===== config.mk =====
export PLATFORM = sky130hd
export DESIGN_NAME = dmem_lsu
export DESIGN_NICKNAME = d
export VERILOG_FILES = /design/src/rtl/dmem_lsu.sv
export SDC_FILE = /design/constraint.sdc
export NUM_CORES = 1
export LEC_CHECK = 0
export ABC_CLOCK_PERIOD_IN_PS = 5200
export CORE_AREA = 4 4 158 160
export CTS_CLUSTER_DIAMETER = 150
export DETAILED_ROUTE_END_ITERATION = 6
export DIE_AREA = 0 0 162 164
export GPL_ROUTABILITY_DRIVEN = 0
export PLACE_DENSITY_LB_ADDON = 0.2
export SYNTH_ARGS = -nofsm -noshare
export SYNTH_HDL_FRONTEND = slang
export SYNTH_SLANG_ARGS = --single-unit
export TNS_END_PERCENT = 10

===== constraint.sdc =====
create_clock -name clk -period 5.2 [get_ports clk]
set_clock_uncertainty 0.1 [all_clocks]
set_input_delay 0.78 -clock clk [delete_from_list [all_inputs] [get_ports clk]]
set_output_delay 0.78 -clock clk [all_outputs]
set_load 0.005 [all_outputs]

===== src/rtl/dmem_lsu.sv =====
//------------------------------------------------------------------------------
// Module  : dmem_lsu
// Brief   : Load/store unit bridging the core mem stage to a req/gnt data
//           memory with byte enables, lane steering and load extension.
//           Optional response timeout: define DMEM_LSU_TIMEOUT_EN.
// Revision: 1.0  initial release
//------------------------------------------------------------------------------
`default_nettype none

module dmem_lsu #(
  parameter int ADDR_W      = 64,
  parameter int DATA_W      = 64,
  parameter int TIMEOUT_CYC = 255
) (
  input  logic              clk,
  input  logic              rst,
  input  logic              core_req_valid,
  input  logic              core_we,
  input  logic [ADDR_W-1:0] core_addr,
  input  logic [DATA_W-1:0] core_wdata,
  input  logic [1:0]        core_size,
  input  logic              core_unsigned,
  output logic              core_stall,
  output logic              core_done,
  output logic              core_err,
  output logic [DATA_W-1:0] core_rdata,
  output logic              mem_req,
  input  logic              mem_gnt,
  output logic              mem_we,
  output logic [ADDR_W-1:0] mem_addr,
  output logic [7:0]        mem_be,
  output logic [DATA_W-1:0] mem_wdata,
  input  logic              mem_rvalid,
  input  logic [DATA_W-1:0] mem_rdata
);

  typedef enum logic [2:0] {
    S_IDLE = 3'd0,
    S_REQ  = 3'd1,
    S_WAIT = 3'd2,
    S_DONE = 3'd3,
    S_ERR  = 3'd4
  } state_t;

  state_t              r_state;
  logic [2:0]          r_off;
  logic [1:0]          r_size;
  logic                r_unsigned;

  logic [2:0]          w_off;
  logic                w_aligned;
  logic [7:0]          w_be_base;
  logic [DATA_W-1:0]   w_mask;
  logic [DATA_W-1:0]   w_wdata;
  logic [DATA_W-1:0]   w_rshift;
  logic [DATA_W-1:0]   w_ext;
  logic                w_sign;
  logic                w_timeout;

  assign w_off = core_addr[2:0];

  always_comb begin
    w_aligned = 1'b1;
    w_be_base = 8'h01;
    w_mask    = 64'h0000_0000_0000_00FF;
    case (core_size)
      2'd1: begin
        w_aligned = (core_addr[0] == 1'b0);
        w_be_base = 8'h03;
        w_mask    = 64'h0000_0000_0000_FFFF;
      end
      2'd2: begin
        w_aligned = (core_addr[1:0] == 2'b00);
        w_be_base = 8'h0F;
        w_mask    = 64'h0000_0000_FFFF_FFFF;
      end
      2'd3: begin
        w_aligned = (core_addr[2:0] == 3'b000);
        w_be_base = 8'hFF;
        w_mask    = 64'hFFFF_FFFF_FFFF_FFFF;
      end
      default: ;
    endcase
  end

  // Masking first keeps lanes above the access at zero after the shift.
  assign w_wdata  = (core_wdata & w_mask) << {w_off, 3'b000};
  assign w_rshift = mem_rdata >> {r_off, 3'b000};

  always_comb begin
    w_sign = 1'b0;
    w_ext  = w_rshift;
    case (r_size)
      2'd0: begin
        w_sign = ~r_unsigned & w_rshift[7];
        w_ext  = {{56{w_sign}}, w_rshift[7:0]};
      end
      2'd1: begin
        w_sign = ~r_unsigned & w_rshift[15];
        w_ext  = {{48{w_sign}}, w_rshift[15:0]};
      end
      2'd2: begin
        w_sign = ~r_unsigned & w_rshift[31];
        w_ext  = {{32{w_sign}}, w_rshift[31:0]};
      end
      default: w_ext = w_rshift;
    endcase
  end

`ifdef DMEM_LSU_TIMEOUT_EN
  localparam int c_cnt_w = $clog2(TIMEOUT_CYC + 1);
  localparam logic [c_cnt_w-1:0] c_cnt_lim = c_cnt_w'(TIMEOUT_CYC - 1);
  localparam logic [c_cnt_w-1:0] c_cnt_one = c_cnt_w'(1);

  logic [c_cnt_w-1:0] r_cnt;

  // Held at zero in IDLE so it starts from zero on every entry to REQ.
  always_ff @(posedge clk) begin
    if (rst || r_state == S_IDLE) begin
      r_cnt <= '0;
    end else if (r_state == S_REQ || r_state == S_WAIT) begin
      r_cnt <= r_cnt + c_cnt_one;
    end
  end

  assign w_timeout = (r_state == S_REQ || r_state == S_WAIT) && (r_cnt == c_cnt_lim);
`else
  logic w_unused_timeout;
  assign w_unused_timeout = (TIMEOUT_CYC != 0);
  assign w_timeout        = 1'b0;
`endif

  assign core_stall = core_req_valid && !(r_state == S_DONE || r_state == S_ERR);

  always_ff @(posedge clk) begin
    if (rst) begin
      r_state    <= S_IDLE;
      r_off      <= 3'd0;
      r_size     <= 2'd0;
      r_unsigned <= 1'b0;
      core_done  <= 1'b0;
      core_err   <= 1'b0;
      core_rdata <= '0;
      mem_req    <= 1'b0;
      mem_we     <= 1'b0;
      mem_addr   <= '0;
      mem_be     <= 8'h00;
      mem_wdata  <= '0;
    end else begin
      core_done  <= 1'b0;
      core_err   <= 1'b0;
      core_rdata <= '0;
      case (r_state)
        S_IDLE: begin
          if (core_req_valid) begin
            if (w_aligned) begin
              r_state    <= S_REQ;
              r_off      <= w_off;
              r_size     <= core_size;
              r_unsigned <= core_unsigned;
              mem_req    <= 1'b1;
              mem_we     <= core_we;
              mem_addr   <= {core_addr[ADDR_W-1:3], 3'b000};
              mem_be     <= w_be_base << w_off;
              mem_wdata  <= w_wdata;
            end else begin
              r_state   <= S_ERR;
              core_done <= 1'b1;
              core_err  <= 1'b1;
            end
          end
        end
        S_REQ, S_WAIT: begin
          if (w_timeout) begin
            r_state   <= S_ERR;
            mem_req   <= 1'b0;
            core_done <= 1'b1;
            core_err  <= 1'b1;
          end else if (r_state == S_REQ) begin
            if (mem_gnt) begin
              r_state <= S_WAIT;
              mem_req <= 1'b0;
            end
          end else if (mem_rvalid) begin
            r_state    <= S_DONE;
            core_done  <= 1'b1;
            core_rdata <= mem_we ? '0 : w_ext;
          end
        end
        S_DONE:  r_state <= S_IDLE;
        S_ERR:   r_state <= S_IDLE;
        default: r_state <= S_IDLE;
      endcase
    end
  end

endmodule

`default_nettype wire


==> impl_results.md <==
* Status: finished clean
* Compound-cell area share of the yosys netlist at 0.216
* Via count of the first global-routing pass at 10248
* EDFF count, synth at 0
* Root Driver: sky130_fd_sc_hd__clkbuf_16
* Seq. cell area at 0.00421 sq mm
* Final Max Slew Viols at 0
* Floorplan die area at 0.0266 sq mm
* Number of clock sinks seen by CTS at 210
* CP endpoint kind: flop
* Worst relative slew slack at 0.178
* Cell chain of the critical path: and3b_1 > and2_0 > nor2b_1 > nand2_1 > a21oi_1
* Number of buffers added by the clock tree synthesis step at 24
* Clk Latency, worst-skew pair at 0.52 ns
* CP Capture Point: core_rdata[58]
* CTS max path bufs at 3
* Worst path setup slack after routing at 1.90 ns
* Number of endpoints failing setup at the final stage at 0
* Pin count of the biggest net entering global routing at 91
* Critical Path AT at 3.63 ns
* Global route overflow at 0
* Combinational family with the most area after synthesis: compound AO/OA/AOI/OAI gates
* Number of buffers inserted by hold repair at cts at 0
* Number of detailed-route iterations in the first pass at 6
* Slew at the pin with the worst max-slew slack at 1.23 ns
* Total count of hold-check failures in the final report at 0
* Post-route minimum period at 3.30 ns
* Clock transition at the registers of the reported paths at 0.06 ns
* Origin of the worst min-delay path: mem_wdata[16]
* Top-level I/O count at 406
* Post-DRT Antenna Nets at 0
* Detailed placement HPWL at 28800 um
* Crit start category: flop
* Number of distinct library cells after synthesis at 54
* Part of the cycle the worst path needs at 0.635
* Sequential-to-total area share from yosys stat at 0.410
* Synthesized instance count at 1245
* Initial drt markers at 1069
* Number of filler instances in the final layout at 2039
* Final-layout setup total negative slack at 0 ns
* Reg2Reg Capture Point: core_rdata[58]
* Arithmetic-cell share of the synthesized area counting full adders, half adders and majority gates at 0
* Peak per-stage delay on the critical path at 0.81 ns
* Synthesized area per cell at 8.23 sq um
* Multi-input combinational cell area at 0.00553 sq mm
* Number of antenna violations at the first check in global routing at 0
* Vertical die dimension at 164 um
* Total length of routed wires at 39500 um
* Post-CTS resize count at 0
* Xor-xnor portion of the synthesized cell area at 0
* Post-synthesis sequential element count at 210
* Floorplan die width at 162 um
* Synthesized-area fraction occupied by and/or/nand/nor cells at 0.189
* Number of diodes added for antenna fixing at 0
* Post-CTS Setup Bufs at 0
* Highest fanout seen on the critical path at 21
* Initial core utilization at 0.438
* Pwr dens at 274 mW/mm^2
* Path category of the worst min-delay check: flop to flop
* Setup slack on the worst flop-to-flop path at 1.90 ns
* First-pass GRT wire length at 58700 um
* Cell area after technology mapping at 0.0102 sq mm
* Top flip-flop cell by instance count after synthesis: sky130_fd_sc_hd__dfxtp_1
* Share of synthesized area spent on multiplexers at 0.131
* Worst voltage drop across the vdd grid at 230 uV
* All-Layer GR Usage at 0.277
* Syn. warnings at 0
* Source of the worst register-to-register timing path: r_size[1]
* Count of cells along the worst register-to-register path at 5
* Type of the setup path with the least slack: flop to flop
* Vias per Instance at 5.67
* Post-Place Worst Slack at 1.46 ns
* Area of the core at 0.0234 sq mm
* Net count of the finished layout at 1770
* TritonCTS clock tree: yes
* Placement Rows at 56
* CP Data Required Time at 5.53 ns
* Max capacitance violation total at 0
* Routed wire length per instance at 20.7 um
* Post-layout utilization of the core at 0.645
* Synthesis-to-finish area growth at 47.3%
* I/O Buffers at 402
* Number of remaining DRC errors at 0
* Share of cells above drive strength 1 at 0.0795
* Worst Setup SP: r_size[1]
* Slowest library cell on the worst path: sky130_fd_sc_hd__dfxtp_1
* Via total after detailed routing at 10796
* Setup repair after global routing missed its margin: no
* Maximum clock rate at 303 MHz
* Leakage power figure at 5.21 nW
* Share of flip-flops with an asynchronous set or reset at 0
* WHS at 0.350 ns
* H-Tree Level Count at 1
[flip-flops by register name, indices dropped and copies added (netlist names)]
name	count
mem_we	1
mem_be	8
mem_wdata	64
r_unsigned	1
r_state	3
core_rdata	64
core_done	1
mem_req	1
r_off	3
mem_addr	61
core_err	1
r_size	2
[layout make-up]
cell class | instances | share of cell area
clock buffers | 33 | 0.0455
clock inverters | 8 | 0.00481
inverters | 12 | 0.00299
multi-input cells | 905 | 0.367
flip-flops and latches | 210 | 0.279
well taps | 319 | 0.0265
repair buffers | 416 | 0.275
[power by group]
group          leakage (nW)  total, mW  switching [mW]  internal (mW)
Sequential             1.70       1.70          0.0341           1.66
Clock                 0.366       1.64           0.672          0.967
Combinational          3.14      0.800           0.411          0.390
[critical path, delay by kind of cell (launching register included)]
family,cells,cell delay [ns]
flops,1,0.81
compound gates,1,0.17
simple gates,4,2.15
[metal layers]
layer	part of all wire	routed length, um	GRT usage
met4	0.040	1590	0.0996
met5	0	0	0
met2	0.49	19300	0.481
met3	0.10	4110	0.0755
met1	0.37	14500	0.330
[how the worst min path moves through the flow]
stage               endpoint  cells past startpoint  slack [ns]
5_1_grt        mem_wdata[48]                      2        0.37
6_report       mem_wdata[16]                      2        0.35
4_1_cts         mem_addr[55]                      2        0.35
3_3_place_gp   mem_wdata[22]                      2        0.34
2_1_floorplan  mem_wdata[16]                      2        0.35
3_5_place_dp   mem_wdata[18]                      2        0.35
[cell usage in the layout (no fill, tap or decap), types with 25 or more instances in the layout]
cell type	Yosys	routed
sky130_fd_sc_hd__clkdlybuf4s50_1	0	399
sky130_fd_sc_hd__nand2_1	250	250
sky130_fd_sc_hd__dfxtp_1	210	207
sky130_fd_sc_hd__a21oi_1	170	170
sky130_fd_sc_hd__nor2_1	79	79
sky130_fd_sc_hd__mux2i_1	55	55
sky130_fd_sc_hd__mux2_2	42	42
sky130_fd_sc_hd__o21ai_0	25	25
sky130_fd_sc_hd__clkbuf_16	0	25
[logic make-up (layout without fill, tap and decap cells)]
group / after synthesis / after routing
buffers and inverters: 132 / 469
muxes: 111 / 111
other: 1 / 3
and+or+nand+nor: 446 / 446
DFF: 210 / 210
AOI/OAI and AO/OA: 345 / 345
[Yosys cell counts, types with 2 or more instances]
cell,n,area [sq um]
sky130_fd_sc_hd__o311a_1,2,20.0
sky130_fd_sc_hd__o2bb2ai_1,21,184
sky130_fd_sc_hd__buf_1,9,33.8
sky130_fd_sc_hd__a31oi_1,15,93.8
sky130_fd_sc_hd__a22oi_1,23,173
sky130_fd_sc_hd__mux2_2,42,473
sky130_fd_sc_hd__a222oi_1,7,70.1
sky130_fd_sc_hd__or2_2,6,37.5
sky130_fd_sc_hd__and2_1,8,50.1
sky130_fd_sc_hd__buf_2,21,105
sky130_fd_sc_hd__nand2_1,250,938
sky130_fd_sc_hd__o32ai_1,7,61.3
sky130_fd_sc_hd__nor2b_1,19,119
sky130_fd_sc_hd__a221oi_1,10,87.6
sky130_fd_sc_hd__a211oi_1,10,75.1
sky130_fd_sc_hd__nand3b_1,2,15.0
sky130_fd_sc_hd__nor2_2,2,12.5
sky130_fd_sc_hd__o22ai_1,10,62.6
sky130_fd_sc_hd__a221o_1,8,80.1
sky130_fd_sc_hd__nor3_1,11,55.1
sky130_fd_sc_hd__inv_1,12,45.0
sky130_fd_sc_hd__a21oi_1,170,851
sky130_fd_sc_hd__dfxtp_1,210,4200
sky130_fd_sc_hd__o21ai_0,25,125
sky130_fd_sc_hd__nand3_1,23,115
sky130_fd_sc_hd__nor4_1,3,18.8
sky130_fd_sc_hd__nor2_1,79,297
sky130_fd_sc_hd__o211ai_1,9,67.6
sky130_fd_sc_hd__clkbuf_1,86,323
sky130_fd_sc_hd__mux4_2,14,315
sky130_fd_sc_hd__mux2i_1,55,551
sky130_fd_sc_hd__buf_4,3,22.5
sky130_fd_sc_hd__a21o_1,4,30.0
sky130_fd_sc_hd__or3_1,14,87.6
sky130_fd_sc_hd__a22o_1,14,123
sky130_fd_sc_hd__nand2b_1,20,125
sky130_fd_sc_hd__nor3b_1,4,30.0
[through the flow]
stage | cell area (sq um) | cells | power (mW)
floorplan | 10200 | 1247 | 2.12
global placement | 14300 | 1862 | 2.51
detailed placement | 14300 | 1862 | 2.52
CTS | 15100 | 1903 | 4.15
global route | 15100 | 1903 | 4.29
finish | 15100 | 1903 | 4.13
Note: power is estimated with default switching activity, not from simulation.
